===== src/rtl/shift_arb_pkg.sv =====
// Shared definitions for the shift_arbiter slice: FSM states and datapath widths.
package shift_arb_pkg;

    localparam int OP_W  = 8;
    localparam int AMT_W = 3;

    typedef enum logic [1:0] {
        IDLE  = 2'd0,
        SHIFT = 2'd1,
        RESP  = 2'd2
    } state_t;

endpackage


===== src/rtl/barrel_shifter.sv =====
// Three-stage logarithmic rotate-left of the operand; amount 0 passes it through.
module barrel_shifter
    import shift_arb_pkg::*;
(
    input  logic [OP_W-1:0]  data,
    input  logic [AMT_W-1:0] amt,
    output logic [OP_W-1:0]  result
);

    logic [OP_W-1:0] stage1;
    logic [OP_W-1:0] stage2;

    assign stage1 = amt[0] ? {data[OP_W-2:0], data[OP_W-1]} : data;
    assign stage2 = amt[1] ? {stage1[OP_W-3:0], stage1[OP_W-1:OP_W-2]} : stage1;
    assign result = amt[2] ? {stage2[OP_W-5:0], stage2[OP_W-1:OP_W-4]} : stage2;

endmodule


===== src/rtl/rr_arbiter.sv =====
// Combinational round-robin picker: the first requester after 'last' (modulo
// N_REQ) wins; the pointer register itself lives in the caller.
module rr_arbiter #(
    parameter int N_REQ = 4,
    parameter int ID_W  = $clog2(N_REQ)
) (
    input  logic [N_REQ-1:0] req,
    input  logic [ID_W-1:0]  last,
    input  logic             en,
    output logic [N_REQ-1:0] gnt,
    output logic [ID_W-1:0]  gnt_id
);

    logic            found;
    logic [ID_W-1:0] idx;

    // Walk last+1, last+2, ... so the most recent winner is checked last.
    always_comb begin
        gnt    = '0;
        gnt_id = '0;
        found  = 1'b0;
        idx    = '0;
        for (int k = 1; k <= N_REQ; k++) begin
            idx = ID_W'((int'(last) + k) % N_REQ);
            if (en && !found && req[idx]) begin
                found    = 1'b1;
                gnt[idx] = 1'b1;
                gnt_id   = idx;
            end
        end
    end

endmodule


===== src/rtl/shift_arbiter.sv =====
// Round-robin sharing of a single barrel_shifter among N_REQ valid/ready
// requesters; one operation in flight at a time, result tagged with its owner.
module shift_arbiter
    import shift_arb_pkg::*;
#(
    parameter int N_REQ = 4,
    parameter int ID_W  = 2
) (
    input  logic                  clk,
    input  logic                  rst_n,
    input  logic [N_REQ-1:0]      req_valid,
    output logic [N_REQ-1:0]      req_ready,
    input  logic [N_REQ*OP_W-1:0] req_data,
    input  logic [N_REQ*AMT_W-1:0] req_amt,
    output logic                  rsp_valid,
    input  logic                  rsp_ready,
    output logic [OP_W-1:0]       rsp_data,
    output logic [ID_W-1:0]       rsp_id
);

    state_t           state_q, state_d;
    logic [N_REQ-1:0] gnt;
    logic [ID_W-1:0]  gnt_id;
    logic [ID_W-1:0]  last_q;
    logic [ID_W-1:0]  id_q;
    logic             arb_en;
    logic             grant;
    logic [OP_W-1:0]  sel_data;
    logic [AMT_W-1:0] sel_amt;
    logic [OP_W-1:0]  op_data_q;
    logic [AMT_W-1:0] op_amt_q;
    logic [OP_W-1:0]  shift_out;
    logic [OP_W-1:0]  rsp_data_q;

    // Gating with rst_n keeps req_ready low while reset is held.
    assign arb_en = (state_q == IDLE) && rst_n;
    assign grant  = |gnt;

    rr_arbiter #(.N_REQ(N_REQ), .ID_W(ID_W)) u_arb (
        .req    (req_valid),
        .last   (last_q),
        .en     (arb_en),
        .gnt    (gnt),
        .gnt_id (gnt_id)
    );

    barrel_shifter u_shift (
        .data   (op_data_q),
        .amt    (op_amt_q),
        .result (shift_out)
    );

    always_comb begin
        sel_data = '0;
        sel_amt  = '0;
        for (int i = 0; i < N_REQ; i++) begin
            if (gnt[i]) begin
                sel_data = req_data[i*OP_W +: OP_W];
                sel_amt  = req_amt[i*AMT_W +: AMT_W];
            end
        end
    end

    always_comb begin
        state_d = state_q;
        case (state_q)
            IDLE:    if (grant) state_d = SHIFT;
            SHIFT:   state_d = RESP;
            RESP:    if (rsp_ready) state_d = IDLE;
            default: state_d = IDLE;
        endcase
    end

    // Pointer starts at N_REQ-1 so requester 0 has first priority after reset.
    always_ff @(posedge clk or negedge rst_n) begin
        if (!rst_n) begin
            state_q    <= IDLE;
            last_q     <= ID_W'(N_REQ - 1);
            id_q       <= '0;
            op_data_q  <= '0;
            op_amt_q   <= '0;
            rsp_data_q <= '0;
        end else begin
            state_q <= state_d;
            if (grant) begin
                op_data_q <= sel_data;
                op_amt_q  <= sel_amt;
                id_q      <= gnt_id;
                last_q    <= gnt_id;
            end
            if (state_q == SHIFT) begin
                rsp_data_q <= shift_out;
            end
        end
    end

    assign req_ready = gnt;
    assign rsp_valid = (state_q == RESP);
    assign rsp_data  = rsp_data_q;
    assign rsp_id    = id_q;

endmodule

===== config.mk =====
export PLATFORM = sky130hd
export DESIGN_NAME = shift_arbiter
export DESIGN_NICKNAME = d
export VERILOG_FILES = /design/src/rtl/shift_arb_pkg.sv /design/src/rtl/barrel_shifter.sv /design/src/rtl/rr_arbiter.sv /design/src/rtl/shift_arbiter.sv
export SDC_FILE = /design/constraint.sdc
export NUM_CORES = 1
export LEC_CHECK = 0
export ABC_AREA = 1
export BUFFER_PORTS_ARGS = -buffer_cell sky130_fd_sc_hd__buf_2
export CAP_MARGIN = 20
export CORE_MARGIN = 2
export CORE_UTILIZATION = 52
export DETAILED_ROUTE_END_ITERATION = 10
export PLACE_DENSITY = 0.88
export SLEW_MARGIN = 20
export SYNTH_ARGS = -nofsm -noshare
export SYNTH_HDL_FRONTEND = slang
export SYNTH_SLANG_ARGS = --single-unit
export TNS_END_PERCENT = 100

===== constraint.sdc =====
create_clock -name clk -period 3 [get_ports clk]
set_input_delay 0.3 -clock clk [delete_from_list [all_inputs] [get_ports clk]]
set_output_delay 0.3 -clock clk [all_outputs]
set_load 0.05 [all_outputs]

# --- After elaboration in Yosys (flattened, before gate mapping) ---
# Cells that the tools add are included.
totals:
  ff_bits: 25
  inputBits: 51
  out_inout_bits: 15
  wordCells: 84
op_classes:
  addsub: 4
  magnitude_cmp: 8
  eq_ne: 4
  muxes: 41
  n_bitwise: 3
  reduce_logical: 18
op_table:
  columns: ["operator", "n"]
  rows:
  - ["$mux W8", 7]
  - ["$mux W4", 4]
  - ["$logic_and A1 B1 Y1", 12]
  - ["$lt A2 B3 Y1 const B", 4]
  - ["$mux W2", 6]
  - ["$mux W3", 4]
  - ["$or A4 B4 Y4", 3]
  - ["$mux W1", 11]
  - ["$bmux W1 S2", 4]
  - ["$demux W1 S2", 4]
  - ["$ge A2 B1 Y1 const B", 4]
  - ["$pmux W2 S3", 1]
  - ["$add A2 B1 Y2 const B", 2]
  - ["$add A2 B2 Y2 const B", 2]
  - ["$reduce_or A4 Y1", 1]
  - ["$logic_not A1 Y1", 3]
  - ["$eq A2 B1 Y1 const B", 1]
  - ["$eq A2 B2 Y1 const B", 1]
  - ["$logic_not A2 Y1", 1]
  - ["$ne A2 B1 Y1 const B", 1]
  - ["$ne A2 B2 Y1 const B", 1]
  - ["$reduce_and A2 Y1", 1]

# --- Depth between registers and ports, before layout ---
logic_depth:
  word_depth: 21
  mapped_depth: 18
  ltp_nobuf: 17

# --- By module ---
# From an unflattened synthesis, not the netlist that was laid out.
unflattened:
  cells_unflattened: 326
  area_unflattened_um2: 2170.8
modules_own_cells:
  columns: ["module", "n_inst", "cells_per_inst", "area_each_um2", "seq_area_each_um2"]
  rows:
  - ["shift_arbiter", 1, 182, 1350.0, 628.1]
  - ["rr_arbiter", 1, 82, 484.2, 0.0]
  - ["barrel_shifter", 1, 62, 336.6, 0.0]

# --- Worst setup path before layout ---
# OpenSTA, ideal clock, no wires.
synth_timing:
  kind: "register -> register"
  startpoint: "reg last_q[1]"
  endpoint: "reg op_amt_q[1]"
  setup_ps: 117
  arrival_time_ps: 2271
  slack_ps: 613
  stages_incl_launch_ff: 17
  path_buffers: 1
  path_cell_list: "dfstp_2 -> inv_1 -> ha_1 -> inv_1 -> nand3_1 -> nand2_2 -> nor2_2 -> nand2_1 -> nand2_1 -> clkinv_1 -> nand3_2 -> buf_4 -> a21oi_1 -> nand2_1 -> nand2_1 -> nand2_1 -> nand2_1"
synth_lines:
  columns: ["element", "line", "rtl"]
  rows:
  - ["start, declared", "shift_arbiter.sv:24", "logic [ID_W-1:0] last_q;"]
  - ["start signal, assigned", "shift_arbiter.sv:78", "last_q <= ID_W'(N_REQ - 1);"]
  - ["start signal, assigned", "shift_arbiter.sv:89", "last_q <= gnt_id;"]
  - ["parallel branches: the longest is 16 deep, another holds $lt A2 B3 Y1", null, null]
  - ["$mux W4 *", "rr_arbiter.sv:25", "if (en && !found && req[idx]) begin"]
  - ["via req_ready[1]", "shift_arbiter.sv:12", "output logic [N_REQ-1:0] req_ready,"]
  - ["$mux W3 (3 in a row)", "shift_arbiter.sv:57", "if (gnt[i]) begin"]
  - ["end signal, assigned", "shift_arbiter.sv:87", "op_amt_q <= sel_amt;"]
  - ["end, declared", "shift_arbiter.sv:31", "logic [AMT_W-1:0] op_amt_q;"]
# Mark *: on every way through the listed nets, which the timed path passes. The select of a mux whose other input is x is not followed.
# A chain may end at the register's enable or synchronous reset.

# --- Final worst setup path ---
layout_timing:
  startpoint: "reg last_q[0]"
  endpoint: "out req_ready[0]"
layout_via:
  elab_chain_len: 17
layout_rtl:
  columns: ["element", "line"]
  rows:
  - ["parallel branches: the longest is 16 deep, another holds $lt A2 B3 Y1", null]
  - ["$mux W4 *", "rr_arbiter.sv:25"]
  - ["end, declared", "shift_arbiter.sv:12"]
# Mark *: on every way between the ends. The select of a mux whose other input is x is not followed.

==> impl_metrics.yaml <==
run_status:
  result_of_the_run: "finished clean"
setup_path:
  cp.arrival_ns: 2.52
  type_of_destination_of_the_critical_path: "primary output"
  critical_path_required_ns: 2.70
  timing.critical_path.from_type: "flip-flop"
  path_class: "flip-flop to primary output"
  worstPathMaxFanout: 13
detailed_routing:
  first_iter_violations: 104
  drt_pre_antenna_iters: 4
  detail_route.vias_per_cell: 5.06
  drt.antenna.violating_nets: 0
  detailroute.via_count: 2314
  routedWlPerCell_um: 11.5
  drt-total-wl_um: 5240
  route.detailed.drc: 0
clocking:
  cts_max_level: 1
  cts.clk_slew.worst_paths_ns: 0.09
  cts_sinks: 25
  cts_tree: "done"
  cts_inserted_buffers: 3
  clock_tree.root_cell: "clkbuf_8"
  worstSkewPairLatency_ns: 0.27
  ctsLongestPathBuffers: 2
logic_synthesis:
  synth_cell_type_count: 29
  yosys-top-cells-area: "dfrtp_1 26%, nand2_1 23%, inv_1 6.1%, nand3_1 5.5%, a21oi_1 5.0%"
  synth_seq_cells: 25
  dominant_cell_type_by_area_after_synthesis: "dfrtp_1"
  syn-cell-area_sq_um: 2200
  syn-num-nets: 399
  yosysWarningCount: 0
  synth.top_cell.area_share_pct: 26.1
  synth_cells: 340
  yosysSeqAreaShare_pct: 28.5
  syn_avg_cell_area_sq_um: 6.48
finish:
  insertedDiodeCount: 0
  fill_cells: 336
  finalCoreUtilization_pct: 66.2
  leading_cell_type_in_the_layout_fill_and_taps_excluded: "nand2_1"
  nets: 467
  area_growth_pct: 21.1
  post_route_cells_drive_above_1_share_pct: 28.3
  commonest_cells_after_routing_fill_and_taps_aside: "137 x nand2_1, 61 x buf_2, 35 x inv_1"
sta:
  grt_setup_unrepaired: "yes"
  worst_slew_pin_slew_ns: 0.857
  setup_failing_eps_final: 0
  final.min_clock_period_ns: 2.82
  clock_skew_ns: 0.00576
  finalHoldViolCount: 0
  max-slew-margin-rel_pct: 42.7
  finalMaxSlewViolations: 0
  layout_worst_path_cycle_share_pct: 93.9
  maxClockFrequency_mhz: 355
placement:
  post_dp_hpwl_um: 3890
  input_output_buffers: 65
  gp_congestion: 0.917
power_and_ir_drop:
  p_total_uw: 2540
  power_switching_uw: 1370
  total_leakage_power_uw: 0.00157
  p_int_uw: 1160
  sequentialPowerShare_pct: 25.6
  pwr-share-comb_pct: 66.5
  cellPowerDensity_nw_per_um2: 951
  peakVddDrop_uv: 474
  sw_frac_of_total_pct: 54.2
  clockPowerShare_pct: 7.9
worst_hold_path:
  hold_path_class: "input port to asynchronous set/reset pin"
floorplanning:
  die_width_um: 69.1
  floorplan.initialDensity_pct: 54.7
  fp.dieArea_sq_um: 4770
  num_rows: 23
  coreArea_sq_um: 4030
  io_pins: 66
  die_h_um: 69.1
global_route:
  grt_start_max_net_pins: 26
  grt_use_total_pct: 21.4
  grt_pass1_wl_um: 8710
  grt_pass1_vias: 2048
  antenna_found_initial: 0
  grt_remaining_overflow: 0
run:
  drv_cap: 0
## per-layer routing
metal  vias to the layer above  share of wire [%]  global-route usage (%)
met5                         -                  0                       0
met1                      1007                 47                    29.6
met4                         0                1.1                    4.79
li1                       1206                  -                       -
met2                        94                 45                    35.7
met3                         7                7.0                    2.63
## cell usage after synthesis
master and count:
o22a_1 8, ha_1 8, o21bai_1 1, nand3b_4 1
buf_1 1, nor2_2 2, dfrtp_1 23, nor2_4 3
inv_2 5, nand2_2 13, nand3_2 4, nand4_1 2
and2_4 1, nor2_8 1, inv_1 36, buf_8 1
a21oi_1 22, buf_4 7, nand3_1 24, clkinv_1 1
nor2_1 11, nand2_1 137, o21ai_0 19, nand3_4 1
dfstp_2 2, nand2_4 1, buf_6 1, o31ai_1 1
clkbuf_1 3
## cell families after synthesis
kind of cell	count (synthesis)	share of synthesized area, %
compound gates	51	13.2
fa+ha+maj	8	4.54
buf+inv	55	11.4
flops	25	28.5
simple gates	201	42.4
## path summary, 6_finish.rpt
| check | slack, ns | start | cells past startpoint | to |
|---|---|---|---|---|
| max | 0.18 | last_q[0]$_DFFE_PN1P_ | 12 | req_ready[0] |
| min reg2reg | 0.51 | rsp_data[2]$_DFFE_PN0N_ | 1 | rsp_data[2]$_DFFE_PN0N_ |
| min in group clk | 0.20 | rsp_ready | 2 | state_q[1]$_DFFE_PN0P_ |
| max in group asynchronous | 2.70 | rst_n | 2 | last_q[1]$_DFFE_PN1P_ |
| max reg2reg | 0.29 | last_q[1]$_DFFE_PN1P_ | 15 | rsp_id[0]$_DFFE_PN0P_ |
| min | 0.01 | rst_n | 2 | op_data_q[0]$_DFFE_PN0P_ |
## repair_timing
item,CTS,global route
endpoints found under the setup margin,1,8
pin swaps,0,2
gates resized for setup,1,13
setup buffers,0,8
hold buffers,0,0
## power by group through the flow
| stage | clock network [uW] | registers (uW) | logic (uW) |
|---|---|---|---|
| 6_report | 201 | 650 | 1690 |
| 5_1_grt | 215 | 677 | 1890 |
| 4_1_cts | 203 | 654 | 1620 |
| 3_5_place_dp | 0 | 662 | 1610 |
| 3_3_place_gp | 0 | 651 | 1570 |
| 2_1_floorplan | 0 | 806 | 1150 |
## registers in the layout, indices dropped and copies added, names as in the netlist
signal,cells
op_data_q,8
rsp_data,8
op_amt_q,3
last_q,2
rsp_id,2
state_q,2
## final cells by class
class                   instances  area (sq um)  share of cell area, %
clock inverters                 1          5.00                  0.188
clock buffers                   3          41.3                   1.55
well taps                      50          62.6                   2.35
flip-flops and latches         25           628                   23.5
multi-input cells             260          1340                   50.1
repair buffers                 76           433                   16.2
inverters                      42           161                   6.05
## worst max-delay path: stages (launching register included)
cell     delay, ns
dfstp_2       0.63
inv_2         0.11
ha_1          0.35
inv_1         0.10
nand3_1       0.09
nand2_2       0.13
nand2_4       0.09
nor2_4        0.14
nand2_1       0.06
nand2_1       0.07
inv_2         0.05
nand3_4       0.21
buf_8         0.19
## through the flow
stage / TNS [ns] / cells / hold slack, ns / setup slack [ns] / area, sq um
after CTS: 0 / 449 / 0.0197 / 0.0408 / 2570
after global routing: -0.0197 / 457 / 0.0418 / -0.0182 / 2670
after global placement: 0 / 445 / 0.309 / 0.351 / 2520
after detailed placement: 0 / 445 / 0.317 / 0.251 / 2520
after floorplan: 0 / 340 / 0.00441 / 0.613 / 2200
final: 0 / 457 / 0.0148 / 0.184 / 2670
No activity file was read; power rests on OpenSTA's default activity.
